===== src/rtl/ram_arb_pkg.sv =====
// ---------------------------------------------------------------------------
// ram_arb_pkg
// Shared types and constants for the RAM access arbiter.
//   state_e            : arbiter FSM states
//   CMD_*              : 2-bit opcodes placed in the top bits of a RAM command
//   DEFAULT_ADDR_SIZE  : default RAM address / data width
//   issues_cmd()       : true for states that drive a command word to the RAM
// ---------------------------------------------------------------------------
package ram_arb_pkg;

  localparam int DEFAULT_ADDR_SIZE = 8;

  localparam logic [1:0] CMD_WR_ADDR = 2'b00;
  localparam logic [1:0] CMD_WR_DATA = 2'b01;
  localparam logic [1:0] CMD_RD_ADDR = 2'b10;
  localparam logic [1:0] CMD_RD_DATA = 2'b11;

  typedef enum logic [2:0] {
    IDLE    = 3'd0,
    WR_ADDR = 3'd1,
    WR_DATA = 3'd2,
    RD_ADDR = 3'd3,
    RD_CMD  = 3'd4,
    RD_WAIT = 3'd5
  } state_e;

  // Each command-issuing state lasts one cycle and owns the RAM strobe.
  function automatic logic issues_cmd(input state_e s);
    return (s == WR_ADDR) || (s == WR_DATA) || (s == RD_ADDR) || (s == RD_CMD);
  endfunction

endpackage


===== src/rtl/rr_arbiter.sv =====
// ---------------------------------------------------------------------------
// rr_arbiter
// Round-robin arbiter: combinational one-hot winner, registered pointer.
// Ports:
//   clk, rst   : clock, asynchronous active-high reset
//   req        : request vector (NUM_REQ bits)
//   advance    : move the pointer to the current winner this cycle
//   grant      : one-hot winner (all zero when no request)
//   grant_idx  : binary index of the winner
//   grant_any  : at least one request present
// After reset the pointer sits at NUM_REQ-1, so requester 0 is searched first.
// ---------------------------------------------------------------------------
module rr_arbiter #(
  parameter int NUM_REQ = 2,
  localparam int PTR_W  = (NUM_REQ > 1) ? $clog2(NUM_REQ) : 1
) (
  input  logic               clk,
  input  logic               rst,
  input  logic [NUM_REQ-1:0] req,
  input  logic               advance,
  output logic [NUM_REQ-1:0] grant,
  output logic [PTR_W-1:0]   grant_idx,
  output logic               grant_any
);

  logic [PTR_W-1:0] ptr_q;
  logic [PTR_W-1:0] cand;

  // Pointer holds the last winner; it only moves when a grant is consumed.
  always_ff @(posedge clk or posedge rst) begin
    if (rst) begin
      ptr_q <= PTR_W'(NUM_REQ - 1);
    end else if (advance && grant_any) begin
      ptr_q <= grant_idx;
    end
  end

  // Search starts one past the pointer and wraps, so the last winner has
  // lowest priority on the next round.
  always_comb begin
    grant     = '0;
    grant_idx = '0;
    grant_any = 1'b0;
    cand      = '0;
    for (int i = 1; i <= NUM_REQ; i++) begin
      cand = PTR_W'((int'(ptr_q) + i) % NUM_REQ);
      if (!grant_any && req[cand]) begin
        grant_any   = 1'b1;
        grant[cand] = 1'b1;
        grant_idx   = cand;
      end
    end
  end

endmodule


===== src/rtl/ram_access_arbiter.sv =====
// ---------------------------------------------------------------------------
// ram_access_arbiter
// Shares the single-port RAM command interface between NUM_REQ requesters.
// Whole write/read transactions are serialised into RAM command words:
//   write : {00,addr} then {01,data}
//   read  : {10,addr} then {11,0}, then wait for ram_tx_valid (with timeout)
// Ports:
//   clk, rst        : clock, asynchronous active-high reset
//   req_valid/ready : per-requester handshake, ready is one-hot, IDLE only
//   req_write       : 1 = write, 0 = read
//   req_addr/wdata  : packed per requester, [i*ADDR_SIZE +: ADDR_SIZE]
//   rsp_valid       : one-cycle one-hot completion pulse to the owner
//   rsp_rdata       : read data (0 for writes and timeouts)
//   rsp_err         : read timed out
//   busy            : FSM not in IDLE
//   ram_din         : registered command word, zero whenever no strobe
//   ram_rx_valid    : registered command strobe
//   ram_dout        : RAM read data
//   ram_tx_valid    : RAM read data valid (only honoured in RD_WAIT)
// ---------------------------------------------------------------------------
module ram_access_arbiter
  import ram_arb_pkg::*;
#(
  parameter int NUM_REQ    = 2,
  parameter int ADDR_SIZE  = DEFAULT_ADDR_SIZE,
  parameter int RD_TIMEOUT = 4
) (
  input  logic                           clk,
  input  logic                           rst,
  input  logic [NUM_REQ-1:0]             req_valid,
  output logic [NUM_REQ-1:0]             req_ready,
  input  logic [NUM_REQ-1:0]             req_write,
  input  logic [NUM_REQ*ADDR_SIZE-1:0]   req_addr,
  input  logic [NUM_REQ*ADDR_SIZE-1:0]   req_wdata,
  output logic [NUM_REQ-1:0]             rsp_valid,
  output logic [ADDR_SIZE-1:0]           rsp_rdata,
  output logic                           rsp_err,
  output logic                           busy,
  output logic [ADDR_SIZE+1:0]           ram_din,
  output logic                           ram_rx_valid,
  input  logic [ADDR_SIZE-1:0]           ram_dout,
  input  logic                           ram_tx_valid
);

  localparam int PTR_W = (NUM_REQ > 1) ? $clog2(NUM_REQ) : 1;
  localparam int CNT_W = $clog2(RD_TIMEOUT + 1);
  localparam logic [CNT_W-1:0] TMO_LAST = CNT_W'(RD_TIMEOUT - 1);

  state_e state_q, state_d;

  logic [NUM_REQ-1:0]   arb_grant;
  logic [PTR_W-1:0]     arb_idx;
  logic                 arb_any;
  logic                 grant_fire;

  logic [PTR_W-1:0]     owner_q;
  logic [NUM_REQ-1:0]   owner_oh;
  logic [ADDR_SIZE-1:0] wdata_q;
  logic [CNT_W-1:0]     tmo_cnt_q;
  logic                 rd_timeout_hit;
  logic [ADDR_SIZE+1:0] ram_din_d;

  logic [ADDR_SIZE-1:0] addr_arr  [NUM_REQ];
  logic [ADDR_SIZE-1:0] wdata_arr [NUM_REQ];

  for (genvar g = 0; g < NUM_REQ; g++) begin : g_unpack
    assign addr_arr[g]  = req_addr[g*ADDR_SIZE +: ADDR_SIZE];
    assign wdata_arr[g] = req_wdata[g*ADDR_SIZE +: ADDR_SIZE];
  end

  rr_arbiter #(
    .NUM_REQ (NUM_REQ)
  ) u_rr_arbiter (
    .clk       (clk),
    .rst       (rst),
    .req       (req_valid),
    .advance   (grant_fire),
    .grant     (arb_grant),
    .grant_idx (arb_idx),
    .grant_any (arb_any)
  );

  // Read gives up on the last allowed RD_WAIT cycle that still has no data.
  assign rd_timeout_hit = (state_q == RD_WAIT) && !ram_tx_valid &&
                          (tmo_cnt_q == TMO_LAST);

  // State register.
  always_ff @(posedge clk or posedge rst) begin
    if (rst) begin
      state_q <= IDLE;
    end else begin
      state_q <= state_d;
    end
  end

  // Next-state logic: every command state is a single cycle.
  always_comb begin
    state_d = state_q;
    case (state_q)
      IDLE: begin
        if (grant_fire) begin
          state_d = req_write[arb_idx] ? WR_ADDR : RD_ADDR;
        end
      end
      WR_ADDR: state_d = WR_DATA;
      WR_DATA: state_d = IDLE;
      RD_ADDR: state_d = RD_CMD;
      RD_CMD:  state_d = RD_WAIT;
      RD_WAIT: begin
        if (ram_tx_valid || rd_timeout_hit) begin
          state_d = IDLE;
        end
      end
      default: state_d = IDLE;
    endcase
  end

  // Handshake and status outputs; requests are only accepted in IDLE.
  always_comb begin
    grant_fire = (state_q == IDLE) && arb_any;
    req_ready  = (state_q == IDLE) ? arb_grant : '0;
    busy       = (state_q != IDLE);
  end

  // Command word for the state being entered. Addresses come straight from
  // the granted requester since the address state always follows the grant.
  always_comb begin
    ram_din_d = '0;
    case (state_d)
      WR_ADDR: ram_din_d = {CMD_WR_ADDR, addr_arr[arb_idx]};
      WR_DATA: ram_din_d = {CMD_WR_DATA, wdata_q};
      RD_ADDR: ram_din_d = {CMD_RD_ADDR, addr_arr[arb_idx]};
      RD_CMD:  ram_din_d = {CMD_RD_DATA, {ADDR_SIZE{1'b0}}};
      default: ram_din_d = '0;
    endcase
  end

  always_comb begin
    owner_oh = '0;
    for (int i = 0; i < NUM_REQ; i++) begin
      owner_oh[i] = (owner_q == PTR_W'(i));
    end
  end

  // Registered datapath: transaction capture, RAM command, timeout counter
  // and the response pulse. ram_din drops to zero with the strobe because
  // the RAM decodes din[9:8] even when rx_valid is low.
  always_ff @(posedge clk or posedge rst) begin
    if (rst) begin
      owner_q      <= '0;
      wdata_q      <= '0;
      tmo_cnt_q    <= '0;
      ram_din      <= '0;
      ram_rx_valid <= 1'b0;
      rsp_valid    <= '0;
      rsp_rdata    <= '0;
      rsp_err      <= 1'b0;
    end else begin
      ram_rx_valid <= issues_cmd(state_d);
      ram_din      <= ram_din_d;
      rsp_valid    <= '0;
      rsp_rdata    <= '0;
      rsp_err      <= 1'b0;

      if (grant_fire) begin
        owner_q <= arb_idx;
        wdata_q <= wdata_arr[arb_idx];
      end

      case (state_q)
        WR_DATA: begin
          rsp_valid <= owner_oh;
        end
        RD_CMD: begin
          tmo_cnt_q <= '0;
        end
        RD_WAIT: begin
          if (ram_tx_valid) begin
            rsp_valid <= owner_oh;
            rsp_rdata <= ram_dout;
          end else begin
            tmo_cnt_q <= tmo_cnt_q + 1'b1;
            if (rd_timeout_hit) begin
              rsp_valid <= owner_oh;
              rsp_err   <= 1'b1;
            end
          end
        end
        default: ;
      endcase
    end
  end

endmodule


===== config.mk =====
export PLATFORM = sky130hd
export DESIGN_NAME = ram_access_arbiter
export DESIGN_NICKNAME = d
export VERILOG_FILES = /design/src/rtl/ram_arb_pkg.sv /design/src/rtl/rr_arbiter.sv /design/src/rtl/ram_access_arbiter.sv
export SDC_FILE = /design/constraint.sdc
export NUM_CORES = 1
export LEC_CHECK = 0
export ABC_CLOCK_PERIOD_IN_PS = 2250
export CORE_ASPECT_RATIO = 1.25
export CORE_MARGIN = 1
export CORE_UTILIZATION = 46
export CTS_BUF_LIST = sky130_fd_sc_hd__clkbuf_4 sky130_fd_sc_hd__clkbuf_8 sky130_fd_sc_hd__clkbuf_16
export DETAILED_ROUTE_END_ITERATION = 6
export GPL_TIMING_DRIVEN = 0
export HOLD_SLACK_MARGIN = 0.02
export PLACE_DENSITY = 0.85
export SETUP_SLACK_MARGIN = 0.3
export SLEW_MARGIN = 10
export SYNTH_ARGS = -nofsm -noshare
export SYNTH_HDL_FRONTEND = slang
export SYNTH_SLANG_ARGS = --single-unit

===== constraint.sdc =====
create_clock -name clk -period 2.25 [get_ports clk]
set_input_delay 0.5625 -clock clk [delete_from_list [all_inputs] [get_ports clk]]
set_output_delay 0.5625 -clock clk [all_outputs]
set_load 0.03 [all_outputs]

==> results.toml, run 1 <==
[finish]
fillers = 228
drive_gt1_share_pct = 26.27
finalNetCount = 284
antenna_cells = 0
syn_to_final_growth_pct = 59.69

[global_route]
grt_pass1_wl_um = 7107
grt_antenna_before_repair = 0
overflow = 0
grt_pass1_vias = 1553
grt_max_degree = 39
grtUsageTotal_pct = 23.96

[sta]
layout_worst_path_cycle_share_pct = 89.28
whs_ns = 0.4730
slew_violations = 0
maxSlewHeadroom_pct = 49.05
tns_ns = 0
tightest_slew_ns = 0.7632
setup_viol = 0
rsz0062_at_grt = "true"
fmax_mhz = 497.8
finalCriticalPeriod_ns = 2.009
hold_viol_final = 0
setup_slack_ns = 0.2413
clock_skew_ns = 0.002318

[critical_path]
cpLargestDelayFamily = "flip-flops"
critical_path_buf_inv_count = 3
worstSetupPathType = "register to primary output"
worstSetupStartpointType = "register"
cpMostUsedCell = "buf_6"
cp_slowest_stage_delay_ns = 0.57
path_cells = "a21boi_2, buf_6, buf_12, and2_4, buf_6"
cp_max_fo = 3
slowest_stage = "dfstp_2"
end_kind = "primary output"
worst_ep_arrival_time_ns = 1.45
crit_required_ns = 1.69

[clock_network]
clock-root-buffer = "clkbuf_8"
htree_levels = 2
clkTransAtPathRegs_ns = 0.07
clk_latency_ns = 0.30
clock_path_buffers = 2
cts_sinks = 38
cts_buffers = 5
cts_tree = "done"
cts-hold-fix-buffers = 0

[pwr]
intPower_w = 0.002166
swShare_pct = 34.26
leakage_nw = 1.279
p_switching_w = 0.001129
p_seq_share_pct = 32.5
cellPowerDensity_nw_per_um2 = 1179
p_comb_share_pct = 46.4
clkPwrFrac_pct = 21.1
ir_worst_vdd_v = 0.0007995

[drt]
wl_per_cell_um = 15.78
vias_per_cell = 5.189
first_iter_violations = 30
num_vias = 1427
firstDrtPassIters = 7
drt_drc_violations_left = 4
finalWirelength_um = 4340
ant_nets = 0

[die]
core_um2 = 3573
num_rows = 24
die_width_um = 57.18
die_area_um2 = 4058
ios = 72
die_h_um = 70.97
start_util_pct = 48.98

[synth]
syn_avg_cell_area_um2 = 12.41
synth-seq-cells = 38
syn-num-nets = 190
synth.distinct_cells = 32
syn_area_um2 = 1750
synth_cells = 141
ys_warn_count = 0
ys_seq_area_share_pct = 54.40

[place]
gp_congestion = 0.7759
port_buffers = 70
dp_hpwl_um = 3068
post-place-ws_ns = -0.8319

[status]
violations = "DRC"
status = "finished, violations left"

[hold_path]
hp-class = "register to register"

[run]
maxCapViolations = 0
[logic make-up (layout without fill, tap and decap cells)]
logic type                 count (synthesis)  count (layout)  synth area share [%]
DFF                                       38              38                 54.40
muxes                                     25              25                 17.44
and+or+nand+nor                           41              41                 13.30
adders and majority gates                  2               2                 1.429
buffers and inverters                     11             106                 4.145
AOI/OAI and AO/OA                         24              24                 9.293
[cell usage after synthesis (all sizes together)]
cell,n,area [um^2]
dfrtp,37,925.9
mux2,17,225.2
nand2,15,56.30
o21ai,12,67.57
and2,10,62.56
mux2i,8,80.08
buf,5,50.04
inv,5,18.77
nor2,4,15.01
a22o,3,26.28
nand2b,3,18.77
nor2b,3,18.77
a21oi,2,10.01
ha,2,25.02
nor3b,2,20.02
o21bai,2,15.01
a21boi,1,11.26
a21o,1,7.510
a311oi,1,8.760
clkbuf,1,3.750
dfstp,1,26.28
nand3b,1,7.510
nor3,1,16.27
nor4b,1,8.760
o2bb2ai,1,8.760
o31ai,1,7.510
or3b,1,8.760
[worst register-to-register path, stage by stage, from the launching register on]
cell	delay, ns
dfrtp_1	0.38
buf_6	0.13
nor3_4	0.25
nand2_2	0.10
buf_6	0.12
buf_4	0.12
buf_4	0.13
buf_6	0.11
buf_6	0.10
buf_6	0.10
buf_6	0.10
a22o_1	0.20
[sequential cells by signal (all words and copies together) (netlist names)]
signal              count
rsp_err                 1
owner_q                 1
u_rr_arbiter.ptr_q      1
rsp_rdata               8
rsp_valid               2
state_q                 3
ram_din                10
tmo_cnt_q               3
wdata_q                 8
ram_rx_valid            1
[layout by cell type (no fill, tap or decap), drive strengths merged, types with 3 or more instances in the layout]
| cell | Yosys | final |
|---|---|---|
| o21ai | 12 | 12 |
| nor2 | 4 | 4 |
| buf | 5 | 26 |
| nand2 | 15 | 15 |
| mux2 | 17 | 17 |
| dfrtp | 37 | 37 |
| and2 | 10 | 10 |
| nor2b | 3 | 3 |
| clkbuf | 1 | 6 |
| clkdlybuf4s50 | 0 | 65 |
| nand2b | 3 | 3 |
| mux2i | 8 | 8 |
| a22o | 3 | 3 |
| inv | 5 | 5 |
[stage by stage]
stage,instances,total power [W],util [%],area (um^2)
after CTS,270,0.003222,76.75,2743
final,275,0.003296,78.22,2795
after global placement,250,0.002322,69.96,2500
after floorplan,141,0.001908,-,1750
after global routing,275,0.003476,78.22,2795
after detailed placement,250,0.002393,69.96,2500
[layer usage]
metal / track usage, % / part of all wire [%] / vias to the layer above
li1: - / - / 672
met4: 10.30 / 1.9 / 0
met5: 0 / 0 / -
met2: 44.84 / 58 / 56
met3: 7.861 / 5.8 / 9
met1: 23.61 / 35 / 690
[power groups by stage]
stage,registers (W),logic (W),clock network (W)
after detailed placement,0.00107,0.00132,0
final,0.00107,0.00153,0.000697
after global placement,0.00105,0.00127,0
after CTS,0.00107,0.00145,0.000705
after global routing,0.00109,0.00163,0.000748
after floorplan,0.00123,0.000674,0
[final timing paths]
path	slack, ns	cells after the start	startpoint	end
max	0.24	5	u_rr_arbiter.ptr_q	req_ready[1]
max in group asynchronous	1.00	2	rst	state_q[0]
min reg2reg	0.47	1	owner_q	rsp_valid[0]
min	0.47	1	owner_q	rsp_valid[0]
max reg2reg	0.36	11	state_q[1]	u_rr_arbiter.ptr_q
min in group asynchronous	0.71	2	rst	rsp_rdata[3]
[area by class of cell]
cell class / instances / area, um^2 / share of cell area, %
Buffer: 6 / 68.82 / 2.462
Clock buffer: 5 / 68.82 / 2.462
Clock inverter: 3 / 68.82 / 2.462
Inverter: 5 / 18.77 / 0.6714
Multi-Input combinational cell: 92 / 730.7 / 26.14
Sequential cell: 38 / 953.4 / 34.11
Tap cell: 39 / 48.80 / 1.746
Timing Repair Buffer: 87 / 837.1 / 29.95
[what timing repair did]
item	4_1_cts	5_1_grt
buffers inserted	12	5
gates resized for setup	29	8
setup endpoints to repair	3	4
gates cloned	0	0
pin swaps	4	5
No activity file was read; power rests on OpenSTA's default activity.
==> run 2: changes to the inputs <==
--- a/config.mk
+++ b/config.mk
@@ -6,10 +6,9 @@
 export NUM_CORES = 1
 export LEC_CHECK = 0
 export ABC_CLOCK_PERIOD_IN_PS = 2250
-export CORE_ASPECT_RATIO = 1.25
+export CORE_ASPECT_RATIO = 0.6
 export CORE_MARGIN = 1
 export CORE_UTILIZATION = 46
-export CTS_BUF_LIST = sky130_fd_sc_hd__clkbuf_4 sky130_fd_sc_hd__clkbuf_8 sky130_fd_sc_hd__clkbuf_16
 export DETAILED_ROUTE_END_ITERATION = 6
 export GPL_TIMING_DRIVEN = 0
 export HOLD_SLACK_MARGIN = 0.02
==> run 2 against run 1 <==
  * The run now ends clean
  * Clock-buffer cell count grew 2
  * Final area fell by 5.3%
  * Combinational power shrank 8%
  * Critical path type unchanged
  * Largest cell class unchanged
==> results.toml, run 2 (synthesis results as in run 1) <==
[drt]
finalWirelength_um = 4191
vias_per_cell = 5.222
firstDrtPassIters = 4
drt_drc_violations_left = 0
wl_per_cell_um = 15.52
ant_nets = 0
first_iter_violations = 71
num_vias = 1410

[critical_path]
r2r_end = "ram_din[4]"
slowest_stage = "dfrtp_1"
path_cells = "buf_6, nor3_4, buf_4, and2_4, buf_6"
cpMostUsedCell = "buf_6"
cp_slowest_stage_delay_ns = 0.37
worst_ep_arrival_time_ns = 1.43
critPathLaunch = "state_q[2]"
crit_required_ns = 1.69
reg2reg_slack_ns = 0.63
end_kind = "primary output"
r2r_start = "state_q[2]"
worstSetupStartpointType = "register"
worstSetupPathType = "register to primary output"
cp_max_fo = 4
r2r_cells = 7

[finish]
finalNetCount = 273
fillers = 230
syn_to_final_growth_pct = 51.18
antenna_cells = 0
layout_common_cells = "clkdlybuf4s50_1 (65), dfrtp_1 (36), nand2_1 (15), mux2_4 (9), and2_1 (9)"
layout_commonest_cell = "clkdlybuf4s50_1"
drive_gt1_share_pct = 21.78
largest_register_ffs = 10
largest_register = "ram_din"
top_regs = "ram_din: 10 flops, rsp_rdata: 8 flops, wdata_q: 8 flops"

[clock_network]
clock-root-buffer = "clkbuf_8"
clock_path_buffers = 2
clk_latency_ns = 0.28
cts-hold-fix-buffers = 0
cts_buffers = 5
cts_tree = "done"
htree_levels = 2
clkTransAtPathRegs_ns = 0.07
cts_sinks = 38

[sta]
hold_viol_final = 0
tns_ns = 0
layout_worst_path_cycle_share_pct = 88.68
maxSlewHeadroom_pct = 48.14
setup_slack_ns = 0.2546
tightest_slew_ns = 0.7768
setup_viol = 0
whs_ns = 0.4681
slew_violations = 0
fmax_mhz = 501.2
finalCriticalPeriod_ns = 1.995
rsz0062_at_grt = "true"
clock_skew_ns = 0.003636

[place]
post-place-ws_ns = -0.8499
gp_congestion = 0.7482
port_buffers = 70
dp_hpwl_um = 3033

[hold_path]
hold_path_startpoint = "owner_q"
hp-class = "register to register"
hold_path_depth = 1
hold_path_end = "rsp_valid[0]"

[global_route]
overflow = 0
grtUsageTotal_pct = 22.83
grt_max_degree = 39
grt_pass1_vias = 1466
grt_antenna_before_repair = 0
grt_pass1_wl_um = 6727

[die]
start_util_pct = 50.84
core_um2 = 3443
die_h_um = 49.78
num_rows = 16
die_width_um = 81.64
ios = 72
die_area_um2 = 4064

[pwr]
ir_worst_vdd_v = 0.0008095
leakage_nw = 1.199
cellPowerDensity_nw_per_um2 = 1115

[run]
maxCapViolations = 0

[status]
status = "completed"
==> run 2: metrics by stage <==
stage	power (W)	util (%)	instances	instance area (um^2)
after detailed placement	0.002404	72.82	256	2507
after floorplan	0.001908	-	141	1750
after global routing	0.003104	76.85	270	2646
after global placement	0.002331	72.82	256	2507
after CTS	0.002955	77.03	270	2653
final	0.002950	76.85	270	2646
==> run 2: worst max path at each step <==
stage,endpoint,slack (ns),cells past startpoint
final,req_ready[1],0.25,5
after global routing,req_ready[1],0.19,5
after CTS,req_ready[1],0.26,5
after detailed placement,req_ready[1],-0.85,6
after global placement,req_ready[1],-0.82,6
after floorplan,req_ready[1],0.33,4
==> run 2: metal layers <==
layer	part of all wire [%]	GRT usage [%]	vias up	wire, um
met5	0	0	-	0
met4	0.98	7.310	0	41
met3	7.5	6.852	4	315
met2	49	39.17	67	2071
met1	42	27.38	687	1763
li1	-	-	652	-
==> run 2: repair_timing <==
action | in CTS | in global routing
pin swaps | 2 | 1
resized for setup | 30 | 2
hold endpoints to repair | 0 | 0
buffers inserted | 6 | 0
endpoints found under the setup margin | 3 | 3
==> run 2: worst max-delay path: cells and delay by family (launching register included) <==
family	cells	cell delay [ns]
buffers and inverters	3	0.40
flip-flops	1	0.37
AND/OR/NAND/NOR	2	0.38
==> run 2: where the power goes <==
part	total, W	internal (W)	switching, W
registers	0.00107	0.000930	0.000141
clock network	0.000475	0.000247	0.000227
logic	0.00140	0.000688	0.000717
total	0.00295	0.00186	0.00108
==> run 2: layout make-up <==
class / count / area, um^2 / share of cell area [%]
clock inverter: 1 / 5.005 / 0.1891
inverter: 5 / 18.77 / 0.7092
tap: 45 / 56.30 / 2.128
multi-input combinational: 92 / 728.2 / 27.52
sequential: 38 / 953.4 / 36.03
timing repair buffer: 76 / 729.5 / 27.57
clock buffer: 7 / 86.33 / 3.262
buffer: 6 / 68.82 / 2.600
==> run 3: changes to the inputs <==
--- a/config.mk
+++ b/config.mk
@@ -8,13 +8,15 @@
 export ABC_CLOCK_PERIOD_IN_PS = 2250
 export CORE_ASPECT_RATIO = 0.6
 export CORE_MARGIN = 1
-export CORE_UTILIZATION = 46
+export CORE_UTILIZATION = 47
+export CTS_BUF_LIST = sky130_fd_sc_hd__clkbuf_4
 export DETAILED_ROUTE_END_ITERATION = 6
 export GPL_TIMING_DRIVEN = 0
 export HOLD_SLACK_MARGIN = 0.02
-export PLACE_DENSITY = 0.85
+export PLACE_DENSITY = 0.87
 export SETUP_SLACK_MARGIN = 0.3
 export SLEW_MARGIN = 10
 export SYNTH_ARGS = -nofsm -noshare
 export SYNTH_HDL_FRONTEND = slang
+export SYNTH_HIERARCHICAL = 1
 export SYNTH_SLANG_ARGS = --single-unit
==> run 3 against run 2 <==
  * Worst setup slack improved by 0.0027 ns
  * Critical path depth is 1 lower
  * Clock-buffer cell count fell by 2
  * Clock power shrank 27%
  * Maximum frequency up 0.13%
  * Core utilization is 0.078 points lower
  * Combinational power hardly changed
  * Register-to-register slack better by 0.03 ns
  * Critical path type unchanged
  * Critical endpoint is now req_ready[0]
  * Largest cell class unchanged
  * Largest power group unchanged
  * Highest routed layer unchanged
==> results.toml, run 3 <==
[status]
status = "completed"

[pwr]
leakage_nw = 1.320
p_total_w = 0.002763
ir_worst_vdd_v = 0.0007637
cellPowerDensity_nw_per_um2 = 1064

[clock_network]
clkTransAtPathRegs_ns = 0.11
cts-hold-fix-buffers = 0
clock_path_buffers = 2
cts_buffers = 5
clk_latency_ns = 0.35
cts_tree = "done"
htree_levels = 2
clock-root-buffer = "clkbuf_4"
cts_sinks = 38

[synth]
yosysTopAreaCell = "dfrtp_1"
synth-seq-cells = 38
synth_edf_count = 0
ys_seq_area_share_pct = 55.18
async_flop_share_pct = 100.0
synth_common_cells = "dfrtp_1 (37), mux2i_1 (16), nand2_1 (13), o21ai_0 (11), nor2_1 (10)"
synth_cells = 151
synth.distinct_cells = 38
syn_avg_cell_area_um2 = 11.43
ys_top_cells_by_area = "dfrtp_1 (54%), mux2i_1 (9.3%), o21ai_0 (3.2%), and2_1 (2.9%), nand2_1 (2.8%)"
yosysTopAreaCellShare_pct = 53.66
syn-num-nets = 200
ys_warn_count = 6
synth-main-ff-cell = "dfrtp_1"
syn_area_um2 = 1725
synth.most_common_cell = "dfrtp_1"

[die]
core_um2 = 3383
die_h_um = 48.93
num_rows = 16
start_util_pct = 51.00
ios = 72
die_width_um = 80.22
die_area_um2 = 3925

[hold_path]
hp-class = "register to register"
hold_path_depth = 1
hold_path_startpoint = "owner_q"
hold_path_end = "rsp_valid[0]"

[sta]
finalCriticalPeriod_ns = 1.993
setup_slack_ns = 0.2573
clock_skew_ns = 0.008569
layout_worst_path_cycle_share_pct = 88.56
slew_violations = 0
fmax_mhz = 501.8
maxSlewHeadroom_pct = 50.64
tightest_slew_ns = 0.7394
hold_viol_final = 0
setup_viol = 0
rsz0062_at_grt = "true"

[critical_path]
end_kind = "primary output"
cp_max_fo = 4
reg2reg_slack_ns = 0.66
worstSetupStartpointType = "register"
crit_required_ns = 1.69
worstSetupPathType = "register to primary output"
r2r_end = "owner_q"
r2r_cells = 6
r2r_start = "state_q[2]"
critPathLaunch = "state_q[2]"
worst_ep_arrival_time_ns = 1.43

[drt]
firstDrtPassIters = 4
drt_drc_violations_left = 0
finalWirelength_um = 4105
num_vias = 1460
ant_nets = 0
wl_per_cell_um = 14.77
first_iter_violations = 88
vias_per_cell = 5.252

[place]
dp_hpwl_um = 3022
post-place-ws_ns = -0.3884
gp_congestion = 0.7424
port_buffers = 71

[finish]
largest_register = "ram_din"
finalNetCount = 281
antenna_cells = 0
largest_register_ffs = 10
syn_to_final_growth_pct = 50.54
layout_common_cells = "clkdlybuf4s50_1 (53), dfrtp_1 (37), mux2i_1 (16), nand2_1 (13)"
drive_gt1_share_pct = 13.73
top_regs = "ram_din: 10 flops, rsp_rdata: 8 flops, wdata_q: 8 flops"
layout_commonest_cell = "clkdlybuf4s50_1"

[global_route]
grtUsageTotal_pct = 23.62
overflow = 0
grt_pass1_wl_um = 6831
grt_antenna_before_repair = 0
grt_max_degree = 38
grt_pass1_vias = 1493

[run]
maxCapViolations = 0
## run 3: changes by cell type after synthesis, sizes merged, moves of 2 or more
cell | before | now
a22o | 3 | 0
mux2 | 17 | 2
a21boi | 1 | 4
or2 | 0 | 2
a21oi | 2 | 10
inv | 5 | 7
nor2 | 4 | 11
mux2i | 8 | 16
a31oi | 0 | 2
nand2b | 3 | 1
## run 3: logic make-up after synthesis
family / after synthesis / synth area share, %
mux: 18 / 10.59
buf+inv: 14 / 6.091
simple gates: 47 / 15.67
fa+ha+maj: 2 / 1.450
compound gates: 32 / 11.02
flops: 38 / 55.19
## run 3: worst max-delay path by stage
| stage | depth (start not counted) | endpoint | slack (ns) |
|---|---|---|---|
| 6_report | 4 | req_ready[0] | 0.26 |
| 5_1_grt | 4 | req_ready[0] | 0.19 |
| 4_1_cts | 4 | req_ready[1] | 0.23 |
| 3_5_place_dp | 4 | req_ready[1] | -0.39 |
| 3_3_place_gp | 4 | req_ready[1] | -0.38 |
| 2_1_floorplan | 3 | req_ready[0] | 0.69 |
## run 3: metal layers
layer	track usage [%]	part of all wire [%]	vias to the layer above	wire length (um)
met1	29.77	43	713	1753
met2	40.03	50	61	2043
met5	0	0	-	0
li1	-	-	675	-
met3	4.860	5.7	11	232
met4	9.226	1.8	0	75
## run 3: stage by stage
step                area, um^2  util [%]  setup TNS [ns]  std cells  hold WS, ns
detailed placement        2492     73.67         -0.9529        267       0.4616
floorplan                 1725         -               0        151       0.4137
finish                    2597     76.78               0        278       0.4856
global route              2597     76.78               0        278       0.5135
CTS                       2559     75.63               0        278       0.4776
global placement          2492     73.67         -0.7416        267       0.4368
## run 3: layout make-up
cell class,instances,area [um^2]
sequential,38,952.2
fill,217,785.8
timing repair buffer,74,759.5
multi-input combinational,99,670.6
buffer,6,62.56
tap,45,56.30
inverter,8,42.54
clock buffer,5,37.54
clock inverter,3,16.27
## run 3: worst max-delay path, cell delays in order (launching register included)
cell     delay (ns)
dfrtp_1        0.40
buf_6          0.12
nor3_4         0.26
and2_4         0.19
buf_6          0.12
## run 3: what timing repair did
action,in CTS,in global routing
buffers inserted,3,0
endpoints found under the setup margin,5,14
gates cloned,0,0
pin swaps,2,2
gates resized for setup,23,16
## run 3: power breakdown
part / leakage (nW) / switching, W / total, W / internal, W
Sequential: 0.483 / 0.000114 / 0.00103 / 0.000915
Clock: 0.0286 / 0.000233 / 0.000349 / 0.000116
Combinational: 0.808 / 0.000770 / 0.00138 / 0.000615
Total: 1.32 / 0.00112 / 0.00276 / 0.00165
